==> src/rtl/routing_mem_pkg.sv <==
// routing_mem_pkg: shared view of the routing-table memory.
// Holds the byte-address map of the neighbor tables, the memory geometry and
// the loader state encoding. The sink-list repair block imports this package
// too, so the address map stays in one place.
package routing_mem_pkg;

  localparam int WORD_WIDTH = 16;
  localparam int MEM_DEPTH  = 2048;  // bytes

  localparam logic [15:0] NEIGHBOR_COUNT_ADDR = 16'h068A;
  localparam logic [15:0] NEIGHBOR_ID_BASE    = 16'h0148;
  localparam logic [15:0] NEIGHBOR_ID_STRIDE  = 16'd2;
  localparam logic [15:0] QVALUE_BASE         = 16'h01C8;
  localparam logic [15:0] QVALUE_STRIDE       = 16'd2;
  localparam logic [15:0] SINKID_BASE         = 16'h0248;
  localparam logic [15:0] SINKID_ROW_STRIDE   = 16'd16;
  localparam logic [15:0] SINKID_STRIDE       = 16'd2;
  localparam logic [15:0] SINKID_COUNT_BASE   = 16'h068E;
  localparam logic [15:0] SINKID_COUNT_STRIDE = 16'd2;

  typedef enum logic [3:0] {
    ST_IDLE, ST_RD_NCNT, ST_WAIT_HDR, ST_SEARCH, ST_ALLOC_ID, ST_NCNT_WR,
    ST_Q_WAIT, ST_Q_WR, ST_SINK_WAIT, ST_SINK_WR, ST_CNT_WR, ST_DRAIN, ST_DONE
  } loader_state_t;

  // Byte address of element idx in a table; wraps modulo 2^16.
  function automatic logic [15:0] slot_addr(input logic [15:0] base,
                                            input logic [15:0] stride,
                                            input logic [15:0] idx);
    return base + stride * idx;
  endfunction

endpackage

==> src/rtl/neighbor_table_loader_if.sv <==
// neighbor_table_loader_if: beacon stream, session control, status and the
// single-port memory bus of the loader.
//   slave  : the loader side (accepts beacons, drives the memory bus)
//   master : the environment side (beacon source, memory, control)
interface neighbor_table_loader_if;
  import routing_mem_pkg::*;

  logic                  start, stop;
  logic                  pkt_valid, pkt_last, pkt_ready;
  logic [WORD_WIDTH-1:0] pkt_data;
  logic [WORD_WIDTH-1:0] address, data_out, data_in;
  logic                  wr_en;
  logic                  overflow, done;

  modport slave (
    input  start, stop, pkt_valid, pkt_data, pkt_last, data_in,
    output pkt_ready, address, wr_en, data_out, overflow, done
  );

  modport master (
    output start, stop, pkt_valid, pkt_data, pkt_last, data_in,
    input  pkt_ready, address, wr_en, data_out, overflow, done
  );
endinterface

==> src/rtl/neighbor_id_search.sv <==
// neighbor_id_search: linear scan of the neighbor ID table.
// A go pulse latches the key and the entry count. Each entry takes three
// cycles: ISSUE (parent registers rd_addr), WAIT (memory captures it),
// CMP (data_in holds the entry). hit/miss are single-cycle strobes; index
// holds the matching slot on hit.
// Ports: clock, nrst (sync, active-low), go, id, count, data_in,
//        rd_addr, index, hit, miss.
module neighbor_id_search
  import routing_mem_pkg::*;
(
  input  logic        clock,
  input  logic        nrst,
  input  logic        go,
  input  logic [15:0] id,
  input  logic [15:0] count,
  input  logic [15:0] data_in,
  output logic [15:0] rd_addr,
  output logic [15:0] index,
  output logic        hit,
  output logic        miss
);
  typedef enum logic [1:0] {P_ISSUE, P_WAIT, P_CMP} phase_t;

  logic        active;
  phase_t      phase;
  logic [15:0] key, limit;

  assign rd_addr = slot_addr(NEIGHBOR_ID_BASE, NEIGHBOR_ID_STRIDE, index);
  // Running off the end of the populated entries is the miss condition.
  assign miss    = active && (phase == P_ISSUE) && (index == limit);
  assign hit     = active && (phase == P_CMP) && (data_in == key);

  always_ff @(posedge clock) begin
    if (!nrst) begin
      active <= 1'b0;
      phase  <= P_ISSUE;
      index  <= '0;
      key    <= '0;
      limit  <= '0;
    end else if (go) begin
      active <= 1'b1;
      phase  <= P_ISSUE;
      index  <= '0;
      key    <= id;
      limit  <= count;
    end else if (active) begin
      case (phase)
        P_ISSUE: if (miss) active <= 1'b0; else phase <= P_WAIT;
        P_WAIT:  phase <= P_CMP;
        default: begin
          if (hit) active <= 1'b0;
          else begin
            index <= index + 16'd1;
            phase <= P_ISSUE;
          end
        end
      endcase
    end
  end
endmodule

==> src/rtl/neighbor_table_loader.sv <==
// neighbor_table_loader: writes received neighbor beacons into the shared
// routing-table memory. Each beacon is resolved to a slot (allocating one on
// a miss), then its qValue, sink IDs and sink count are written.
// Ports: clock, nrst (sync, active-low), bus (neighbor_table_loader_if.slave).
// Memory reads are synchronous: address registered in cycle n, data_in valid
// in cycle n+1. All bus outputs are registered.
module neighbor_table_loader
  import routing_mem_pkg::*;
#(
  parameter int MAX_NEIGHBORS = 64,
  parameter int MAX_SINKS     = 8
) (
  input  logic                   clock,
  input  logic                   nrst,
  neighbor_table_loader_if.slave bus
);
  loader_state_t state;
  logic [15:0]   ncnt, nid, slot, k;
  logic          last_word;

  logic          srch_go, srch_hit, srch_miss;
  logic [15:0]   srch_addr, srch_idx;

  // Word0 that is not also the final word starts a lookup.
  assign srch_go = (state == ST_WAIT_HDR) && bus.pkt_valid && !bus.stop && !bus.pkt_last;

  neighbor_id_search u_search (
    .clock   (clock),
    .nrst    (nrst),
    .go      (srch_go),
    .id      (bus.pkt_data),
    .count   (ncnt),
    .data_in (bus.data_in),
    .rd_addr (srch_addr),
    .index   (srch_idx),
    .hit     (srch_hit),
    .miss    (srch_miss)
  );

  // Outputs are set on the transition into a state, so pkt_ready is high for
  // exactly the accepting states and wr_en for exactly the write states.
  always_ff @(posedge clock) begin
    if (!nrst) begin
      state         <= ST_IDLE;
      bus.address   <= NEIGHBOR_COUNT_ADDR;
      bus.wr_en     <= 1'b0;
      bus.data_out  <= '0;
      bus.pkt_ready <= 1'b0;
      bus.overflow  <= 1'b0;
      bus.done      <= 1'b0;
      ncnt          <= '0;
      nid           <= '0;
      slot          <= '0;
      k             <= '0;
      last_word     <= 1'b0;
    end else begin
      bus.wr_en <= 1'b0;
      case (state)
        ST_IDLE: if (bus.start) state <= ST_RD_NCNT;
        // The count address has been on the bus since reset, so data_in is valid.
        ST_RD_NCNT: begin
          ncnt          <= bus.data_in;
          state         <= ST_WAIT_HDR;
          bus.pkt_ready <= 1'b1;
        end
        ST_WAIT_HDR: begin
          if (bus.stop) begin
            state         <= ST_DONE;
            bus.done      <= 1'b1;
            bus.pkt_ready <= 1'b0;
          end else if (bus.pkt_valid && !bus.pkt_last) begin
            nid           <= bus.pkt_data;
            state         <= ST_SEARCH;
            bus.pkt_ready <= 1'b0;
          end
        end
        ST_SEARCH: begin
          bus.address <= srch_addr;
          if (srch_hit) begin
            slot          <= srch_idx;
            state         <= ST_Q_WAIT;
            bus.pkt_ready <= 1'b1;
          end else if (srch_miss) begin
            if (ncnt < 16'(MAX_NEIGHBORS)) begin
              slot         <= ncnt;
              state        <= ST_ALLOC_ID;
              bus.address  <= slot_addr(NEIGHBOR_ID_BASE, NEIGHBOR_ID_STRIDE, ncnt);
              bus.data_out <= nid;
              bus.wr_en    <= 1'b1;
            end else begin
              bus.overflow  <= 1'b1;
              state         <= ST_DRAIN;
              bus.pkt_ready <= 1'b1;
            end
          end
        end
        ST_ALLOC_ID: begin
          ncnt         <= ncnt + 16'd1;
          state        <= ST_NCNT_WR;
          bus.address  <= NEIGHBOR_COUNT_ADDR;
          bus.data_out <= ncnt + 16'd1;
          bus.wr_en    <= 1'b1;
        end
        ST_NCNT_WR: begin
          state         <= ST_Q_WAIT;
          bus.pkt_ready <= 1'b1;
        end
        ST_Q_WAIT: if (bus.pkt_valid) begin
          last_word     <= bus.pkt_last;
          k             <= '0;
          state         <= ST_Q_WR;
          bus.pkt_ready <= 1'b0;
          bus.address   <= slot_addr(QVALUE_BASE, QVALUE_STRIDE, slot);
          bus.data_out  <= bus.pkt_data;
          bus.wr_en     <= 1'b1;
        end
        ST_Q_WR: begin
          if (last_word) begin
            state        <= ST_CNT_WR;
            bus.address  <= slot_addr(SINKID_COUNT_BASE, SINKID_COUNT_STRIDE, slot);
            bus.data_out <= '0;
            bus.wr_en    <= 1'b1;
          end else begin
            state         <= ST_SINK_WAIT;
            bus.pkt_ready <= 1'b1;
          end
        end
        // k counts written sinks only, so it saturates at MAX_SINKS and is
        // directly the count to store.
        ST_SINK_WAIT: if (bus.pkt_valid) begin
          last_word     <= bus.pkt_last;
          state         <= ST_SINK_WR;
          bus.pkt_ready <= 1'b0;
          if (k < 16'(MAX_SINKS)) begin
            bus.address  <= slot_addr(slot_addr(SINKID_BASE, SINKID_ROW_STRIDE, slot),
                                      SINKID_STRIDE, k);
            bus.data_out <= bus.pkt_data;
            bus.wr_en    <= 1'b1;
            k            <= k + 16'd1;
          end else begin
            bus.overflow <= 1'b1;
          end
        end
        ST_SINK_WR: begin
          if (last_word) begin
            state        <= ST_CNT_WR;
            bus.address  <= slot_addr(SINKID_COUNT_BASE, SINKID_COUNT_STRIDE, slot);
            bus.data_out <= k;
            bus.wr_en    <= 1'b1;
          end else begin
            state         <= ST_SINK_WAIT;
            bus.pkt_ready <= 1'b1;
          end
        end
        ST_CNT_WR: begin
          state         <= ST_WAIT_HDR;
          bus.pkt_ready <= 1'b1;
        end
        ST_DRAIN: if (bus.pkt_valid && bus.pkt_last) state <= ST_WAIT_HDR;
        ST_DONE:  ;
        default:  state <= ST_IDLE;
      endcase
    end
  end
endmodule

==> src/flat_wrapper.sv <==
// flat-port wrapper written by rule: the top's interface ports become plain ports
module neighbor_table_loader_flat import routing_mem_pkg::*;
#(
  parameter int MAX_NEIGHBORS = 64,
  parameter int MAX_SINKS     = 8
)
  (clock, nrst, bus_start, bus_stop, bus_pkt_valid, bus_pkt_data, bus_pkt_last, bus_data_in, bus_pkt_ready, bus_address, bus_wr_en, bus_data_out, bus_overflow, bus_done);
  neighbor_table_loader_if bus_i ();
  input  logic clock;
  input  logic nrst;
  input wire logic [$bits(bus_i.start)-1:0] bus_start;
  input wire logic [$bits(bus_i.stop)-1:0] bus_stop;
  input wire logic [$bits(bus_i.pkt_valid)-1:0] bus_pkt_valid;
  input wire logic [$bits(bus_i.pkt_data)-1:0] bus_pkt_data;
  input wire logic [$bits(bus_i.pkt_last)-1:0] bus_pkt_last;
  input wire logic [$bits(bus_i.data_in)-1:0] bus_data_in;
  output wire logic [$bits(bus_i.pkt_ready)-1:0] bus_pkt_ready;
  output wire logic [$bits(bus_i.address)-1:0] bus_address;
  output wire logic [$bits(bus_i.wr_en)-1:0] bus_wr_en;
  output wire logic [$bits(bus_i.data_out)-1:0] bus_data_out;
  output wire logic [$bits(bus_i.overflow)-1:0] bus_overflow;
  output wire logic [$bits(bus_i.done)-1:0] bus_done;
  assign bus_i.start = bus_start;
  assign bus_i.stop = bus_stop;
  assign bus_i.pkt_valid = bus_pkt_valid;
  assign bus_i.pkt_data = bus_pkt_data;
  assign bus_i.pkt_last = bus_pkt_last;
  assign bus_i.data_in = bus_data_in;
  assign bus_pkt_ready = bus_i.pkt_ready;
  assign bus_address = bus_i.address;
  assign bus_wr_en = bus_i.wr_en;
  assign bus_data_out = bus_i.data_out;
  assign bus_overflow = bus_i.overflow;
  assign bus_done = bus_i.done;
  neighbor_table_loader #(.MAX_NEIGHBORS(MAX_NEIGHBORS), .MAX_SINKS(MAX_SINKS)) u_core (.clock(clock), .nrst(nrst), .bus(bus_i));
endmodule
==> config.mk <==
export PLATFORM = sky130hd
export DESIGN_NAME = neighbor_table_loader_flat
export DESIGN_NICKNAME = d
export VERILOG_FILES = /design/src/rtl/routing_mem_pkg.sv /design/src/rtl/neighbor_table_loader_if.sv /design/src/rtl/neighbor_id_search.sv /design/src/rtl/neighbor_table_loader.sv /design/src/flat_wrapper.sv
export SDC_FILE = /design/constraint.sdc
export NUM_CORES = 1
export LEC_CHECK = 0
export ABC_AREA = 1
export BUFFER_PORTS_ARGS = -buffer_cell sky130_fd_sc_hd__buf_2
export CAP_MARGIN = 20
export CORE_MARGIN = 1.5
export CORE_UTILIZATION = 57
export CTS_BUF_LIST = sky130_fd_sc_hd__clkbuf_2
export DETAILED_ROUTE_END_ITERATION = 8
export GPL_TIMING_DRIVEN = 1
export PLACE_DENSITY = 0.82
export SLEW_MARGIN = 20
export SYNTH_ARGS = -nofsm -noshare
export SYNTH_HDL_FRONTEND = slang
export SYNTH_SLANG_ARGS = --single-unit
==> constraint.sdc <==
create_clock -name clock -period 2.25 [get_ports clock]
set_input_delay 0.5625 -clock clock [delete_from_list [all_inputs] [get_ports clock]]
set_output_delay 0.5625 -clock clock [all_outputs]
set_load 0.03 [all_outputs]
==> impl_metrics.tcl, run 1 <==
set metrics [dict create \
    tightest_slew_ns 0.6104 \
    num_vias 11050 \
    hpwl_um 25130 \
    rr_endpoint "u_core.bus.address[1]$_SDFFE_PN1P_" \
    synth.area.mux_share 0 \
    finalWorstSetupSlack_ns 0.02655 \
    path_max_fanout 15 \
    io_buffer_count 72 \
    clock_skew_ns 0.06569 \
    p_int_mw 5.161 \
    ys_seq_area_frac 0.3173 \
    netlist_area_um2 9716 \
    vdd_drop_max_uv 669.5 \
    rrSetupSlack_ns 0.03 \
    drv_slew 0 \
    run_status "finished, final reports clean" \
    synth-compound-area-share 0.1599 \
    yosysWarnings 0 \
    routabilityCongestion 1.001 \
    r2r_cells 15 \
    die_h_um 133.6 \
    ant_nets 0 \
    drive_gt1_frac 0.1904 \
    drt_iter0_markers 1344 \
    p_per_area_nw_per_um2 865.7 \
    route.detailed.drc 0 \
    yosys.area_share.simple 0.3509 \
    clk_pin_slew_ns 0.31 \
    antenna_found_initial 1 \
    yosys_most_used_dff "dfxtp_1" \
    ios 74 \
    syn-instance-count 1518 \
    worstHoldStart "bus_pkt_valid" \
    setup_tns_ns 0 \
    r2r_start "u_core.state[1]$_SDFFE_PN0P_" \
    critPathLaunchType "flip-flop" \
    setup_viol 0 \
    grt-ovfl-total 0 \
    dpl_worst_slack_ns -0.09836 \
    fmax_mhz 449.8 \
    crit_type "flip-flop to flip-flop" \
    vias_per_cell 5.748 \
    maxSlewHeadroom 0.5915 \
    layout_commonest_cell "nand2_1" \
    synth_xor_area_frac 0.02885 \
    rsz0062_at_grt "true" \
    synth_fa_ha_area_frac 0.04070 \
    period_share 0.9882 \
    grt_pass1_wl_um 52490 \
    synth.distinct_cells 53 \
    core_um2 16640 \
    cts-buffers-inserted 17 \
    final_cell_mix "nand2_1 (374), nor2_1 (173), inv_1 (155), dfxtp_1 (146)" \
    hold_depth 3 \
    synth_top_family_by_area "simple AND/OR/NAND/NOR gates" \
    synth_nets 1587 \
    clockBufferDepth 2 \
    power_mw 10.07 \
    synthArstFlopShare 0 \
    cts_tree "yes" \
    initial_utilization 0.5838 \
    post-route-min-period_ns 2.223 \
    avgSynthCellArea_um2 6.400 \
    power.switching_mw 4.906 \
    grt_max_degree 80 \
    die-area_um2 17840 \
    first_pass_iters 5 \
    wl_per_cell_um 17.28 \
    setup.worst_path.end_class "flip-flop" \
    power_frac_seq 0.339 \
    root_buffer "clkbuf_2" \
    track_usage 0.3759 \
    swShare 0.4873 \
    cp_data_arrival_time_ns 2.96 \
    cts_max_level 4 \
    cellLeakagePower_nw 5.440 \
    clock_latency_ns 0.83 \
    min_path_type "primary input to flip-flop" \
    wl_um 33230 \
    clock-sinks 154 \
    row_count 47 \
    min_to "u_core.last_word$_SDFFE_PN0P_" \
    die_width_um 133.6 \
    worstPathRequired_ns 2.99 \
    yosys_register_bits 154 \
    syn2layout_area_growth_pct 19.68 \
    nets 1758 \
    hold_viol 0 \
    synth_edf_count 0 \
    cap_viol_max_count 0 \
    clockPowerShare 0.160 \
    comb_power_share 0.501 \
    grt_pass1_vias 10020 \
]
final cells by class:
type	count	area, µm²
multi-input cells	1126	5799
fillers	1473	5015
flip-flops and latches	154	3093
repair buffers	211	1546
inverters	179	679.4
well taps	220	275.3
clock inverters	15	146.4
clock buffers	17	85.08
diodes	1	2.502
state kept, by name, summed over array words and instances (netlist names), 15 cells and up:
signal,count
u_core.u_search.key,16
u_core.ncnt,16
u_core.bus.address,15
u_core.bus.data_out,16
u_core.u_search.index,16
u_core.nid,16
u_core.slot,15
u_core.k,16
u_core.u_search.limit,16
through the flow:
stage          instances  instance area, µm²  utilization  hold slack (ns)
4_1_cts             1917               11430       0.6869         0.008767
3_5_place_dp        1868               11010       0.6616           0.4347
2_1_floorplan       1518                9718            -           0.4191
6_report            1923               11630       0.6987          0.04840
3_3_place_gp        1868               11010       0.6616           0.4280
5_1_grt             1923               11630       0.6987          0.04596
cells in the mapped netlist (3+ instances only):
cell / count / area [µm²]
nand3_2: 3 / 30.03
nor2_2: 3 / 18.77
buf_6: 6 / 67.56
nand3_1: 122 / 610.6
xor2_1: 25 / 219.0
ha_1: 30 / 375.4
nand2_2: 17 / 106.4
clkbuf_1: 26 / 97.59
nor3_1: 26 / 130.1
nor4_1: 3 / 18.77
a21oi_1: 85 / 425.4
o21ai_0: 118 / 590.6
nand2_1: 379 / 1423
nand4_1: 26 / 162.7
xnor2_1: 7 / 61.31
nor2_4: 7 / 78.83
a21oi_2: 3 / 26.28
a221oi_1: 9 / 78.83
o211ai_1: 6 / 45.04
nand3b_1: 6 / 45.04
a31oi_1: 4 / 25.02
nor3b_1: 3 / 22.52
o21ai_1: 24 / 120.1
buf_4: 5 / 37.54
a22oi_1: 15 / 112.6
inv_2: 18 / 67.56
inv_1: 157 / 589.3
buf_2: 19 / 95.09
nor2_1: 180 / 675.7
o221ai_1: 5 / 43.79
dfxtp_1: 154 / 3083
critical path, stage by stage, from the launching register on:
cell and delay (ns):
dfxtp_1 0.49, inv_2 0.06, nand2_1 0.10, inv_1 0.06, nand2_1 0.18, nand2_2 0.15
inv_4 0.08, nand2_2 0.08, nor2_4 0.22, nand2_2 0.10, inv_2 0.09, nor2_4 0.04
buf_12 0.15, or2_0 0.20, nand2_1 0.07, nand2_1 0.04
worst max-delay path by stage:
stage                                  from                             endpoint  slack (ns)  cells past startpoint
4_1_cts            u_core.k[3]$_SDFFE_PN0P_  u_core.bus.address[10]$_SDFFE_PN1P_        -0.1                     14
3_3_place_gp       u_core.k[3]$_SDFFE_PN0P_  u_core.bus.address[10]$_SDFFE_PN1P_       -0.07                     14
5_1_grt         u_core.slot[2]$_SDFFE_PN0P_  u_core.bus.address[15]$_SDFFE_PN0P_       -0.09                     15
6_report       u_core.state[1]$_SDFFE_PN0P_   u_core.bus.address[1]$_SDFFE_PN1P_        0.03                     15
2_1_floorplan   u_core.slot[0]$_SDFFE_PN0P_  u_core.bus.address[10]$_SDFFE_PN1P_        0.02                     14
3_5_place_dp       u_core.k[3]$_SDFFE_PN0P_  u_core.bus.address[10]$_SDFFE_PN1P_        -0.1                     14
per-layer routing:
layer	part of all wire	wire, µm	global-route usage
met1	0.42	13850	0.5002
met2	0.44	14680	0.5936
met3	0.089	2946	0.06202
met4	0.053	1749	0.1836
met5	0	0	0
cells by family after synthesis:
logic type      Yosys count
buf+inv                 238
xor+xnor                 32
flops                   154
simple gates            783
compound gates          279
fa+ha+maj                31
other cells               1
power by group through the flow:
stage	logic (mW)	clock network, mW	registers, mW
detailed placement	4.75	0	3.46
finish	5.04	1.61	3.41
floorplan	2.82	0	3.84
global placement	4.67	0	3.45
global route	5.44	1.72	3.46
CTS	4.80	1.62	3.40
repair_timing:
item | 4_1_cts | 5_1_grt
hold endpoints to repair | 24 | 0
hold buffers | 17 | 0
setup endpoints to repair | 10 | 40
pin swaps | 1 | 9
setup buffers | 0 | 5
gates resized for setup | 7 | 36
No activity file was read; power rests on OpenSTA's default activity.
==> inputs of run 2 (changes only) <==
CORE_UTILIZATION = 55   (was 57)
CTS_BUF_LIST = not set   (was sky130_fd_sc_hd__clkbuf_2)
PLACE_DENSITY = 0.8   (was 0.82)
==> run 2 against run 1 <==
Net effect:
- first-iteration DRC count shrank 23%
- via count shrank 2.0%
- core utilization shrank 2.5 points
- final area grew 0.20%
- cell count shrank 1.2%
- register-to-register slack gained 0.06 ns
- global-route usage shrank 1.9 points
- sequential cell count is the same
- non-clock buffer count shrank 27
- total power grew 11%
- setup slack gained 0.058 ns
- largest cell class unchanged
==> impl_metrics.tcl, run 2 (synthesized netlist as in run 1, its figures left out) <==
set metrics [dict create \
    maxSlewHeadroom 0.6146 \
    min_path_type "primary input to flip-flop" \
    finalWorstSetupSlack_ns 0.08490 \
    grtUsageMet3 0.06600 \
    clock_latency_ns 0.44 \
    first_pass_iters 6 \
    critPathLaunchType "flip-flop" \
    row_count 48 \
    max_stage_delay_ns 0.53 \
    drv_slew 0 \
    die-area_um2 18470 \
    die_h_um 135.9 \
    gr-usage-met2 0.5908 \
    setup_viol 0 \
    nets 1731 \
    tightest_slew_ns 0.5708 \
    clock_skew_ns 0.01056 \
    syn2layout_area_growth_pct 19.92 \
    p_per_area_nw_per_um2 962.9 \
    initial_utilization 0.5617 \
    dpl_worst_slack_ns -0.03150 \
    cellLeakagePower_nw 5.443 \
    use_met1 0.4619 \
    ios 74 \
    cts_tree "yes" \
    grt_pass1_wl_um 50870 \
    wl_um 32630 \
    io_buffer_count 72 \
    grt_max_degree 50 \
    setup.worst_path.end_class "flip-flop" \
    hold_depth 3 \
    grt.busiest_layer "met2" \
    worstPathRequired_ns 2.58 \
    grt-ovfl-total 0 \
    grt_pass1_vias 9872 \
    track_usage 0.3569 \
    cp_data_arrival_time_ns 2.49 \
    vdd_drop_max_uv 683.4 \
    cts-buffers-inserted 17 \
    clock-sinks 154 \
    antenna_found_initial 0 \
    path_max_fanout 3 \
    vias_per_cell 5.706 \
    hpwl_um 25290 \
    route.detailed.drc 0 \
    clockBufferDepth 2 \
    hold_viol 0 \
    fmax_mhz 461.9 \
    cpMostUsedCell "nand3_1" \
    core_um2 17300 \
    wl_per_cell_um 17.18 \
    root_buffer "clkbuf_16" \
    routabilityCongestion 0.9736 \
    crit_chain "ha_1 > ha_1 > inv_1 > o21ai_0 > a31oi_1 > nand3_1 > nand3_1 > nand3_1 > nor2_1 > nor2_1" \
    antennaDiodeCount 0 \
    fin_hold_ws_ns 0.4001 \
    ant_nets 0 \
    crit_type "flip-flop to flip-flop" \
    period_share 0.9623 \
    clk_pin_slew_ns 0.07 \
    setup_tns_ns 0 \
    cts_setup_buffers 0 \
    drive_gt1_frac 0.1774 \
    cap_viol_max_count 0 \
    r2r_cells 10 \
    run_status "finished, final reports clean" \
    drt_iter0_markers 1033 \
    post-route-min-period_ns 2.165 \
    final_cell_mix "nand2_1 (376), nor2_1 (177), inv_1 (156), dfxtp_1 (152), o21ai_0 (118)" \
    cts_max_level 4 \
    num_vias 10840 \
    placed_cells 1868 \
    layout_commonest_cell "nand2_1" \
    die_width_um 135.9 \
    fin_cells 1899 \
    slowest_stage "dfxtp_1" \
]
==> run 2: changes by cell type in the layout (fill, tap and decap cells not counted), sizes merged <==
cell and change:
diode -1, clkinv +3, dlygate4sd3 -17, inv -4, buf -10
==> run 2: repair_timing <==
item | 4_1_cts | 5_1_grt
gates resized for setup | 2 | 19
endpoints found under the setup margin | 1 | 18
hold buffers | 0 | 0
pin swaps | 0 | 7
==> run 2: path summary, 6_finish.rpt <==
| path | start | end | slack (ns) |
|---|---|---|---|
| worst max-delay path | u_core.k[12]$_SDFFE_PN0P_ | u_core.bus.address[14]$_SDFFE_PN0P_ | 0.08 |
| worst min-delay path | bus_pkt_data[4] | u_core.nid[4]$_SDFFE_PN0P_ | 0.40 |
| worst max register to register | u_core.k[12]$_SDFFE_PN0P_ | u_core.bus.address[14]$_SDFFE_PN0P_ | 0.08 |
| worst min register to register | u_core.nid[11]$_SDFFE_PN0P_ | u_core.nid[11]$_SDFFE_PN0P_ | 0.45 |
==> run 2: worst max-delay path, delay by kind of cell (launching register included) <==
kind	cells	cell delay [ns]
buf+inv	1	0.10
compound gates	2	0.30
simple gates	5	0.50
flops	1	0.53
fa+ha+maj	2	0.63
==> run 2: final cells by class <==
| class | count | area, µm² |
|---|---|---|
| clock inverters | 14 | 133.9 |
| well taps | 225 | 281.5 |
| inverters | 179 | 678.2 |
| fillers | 1514 | 5645 |
| multi-input cells | 1126 | 5746 |
| flip-flops and latches | 154 | 3085 |
| repair buffers | 184 | 1301 |
| clock buffers | 17 | 425.4 |
==> run 2: per-layer routing <==
metal	up-vias	routed length, µm
met5	-	0
met1	4953	13260
met3	97	2990
met4	0	1099
li1	5261	-
met2	525	15290
==> run 2: power by group <==
| part | leakage (nW) | switching, mW | internal (mW) |
|---|---|---|---|
| Sequential | 1.25 | 0.293 | 3.13 |
| Combinational | 3.92 | 3.31 | 1.72 |
| Clock | 0.271 | 1.30 | 1.46 |
==> run 2: stage by stage <==
| stage | util | power [mW] | instance area, µm² |
|---|---|---|---|
| after floorplan | - | 6.654 | 9718 |
| after global routing | 0.6736 | 11.78 | 11650 |
| final | 0.6736 | 11.22 | 11650 |
| after CTS | 0.6681 | 11.14 | 11560 |
| after global placement | 0.6355 | 8.337 | 10990 |
| after detailed placement | 0.6355 | 8.389 | 10990 |
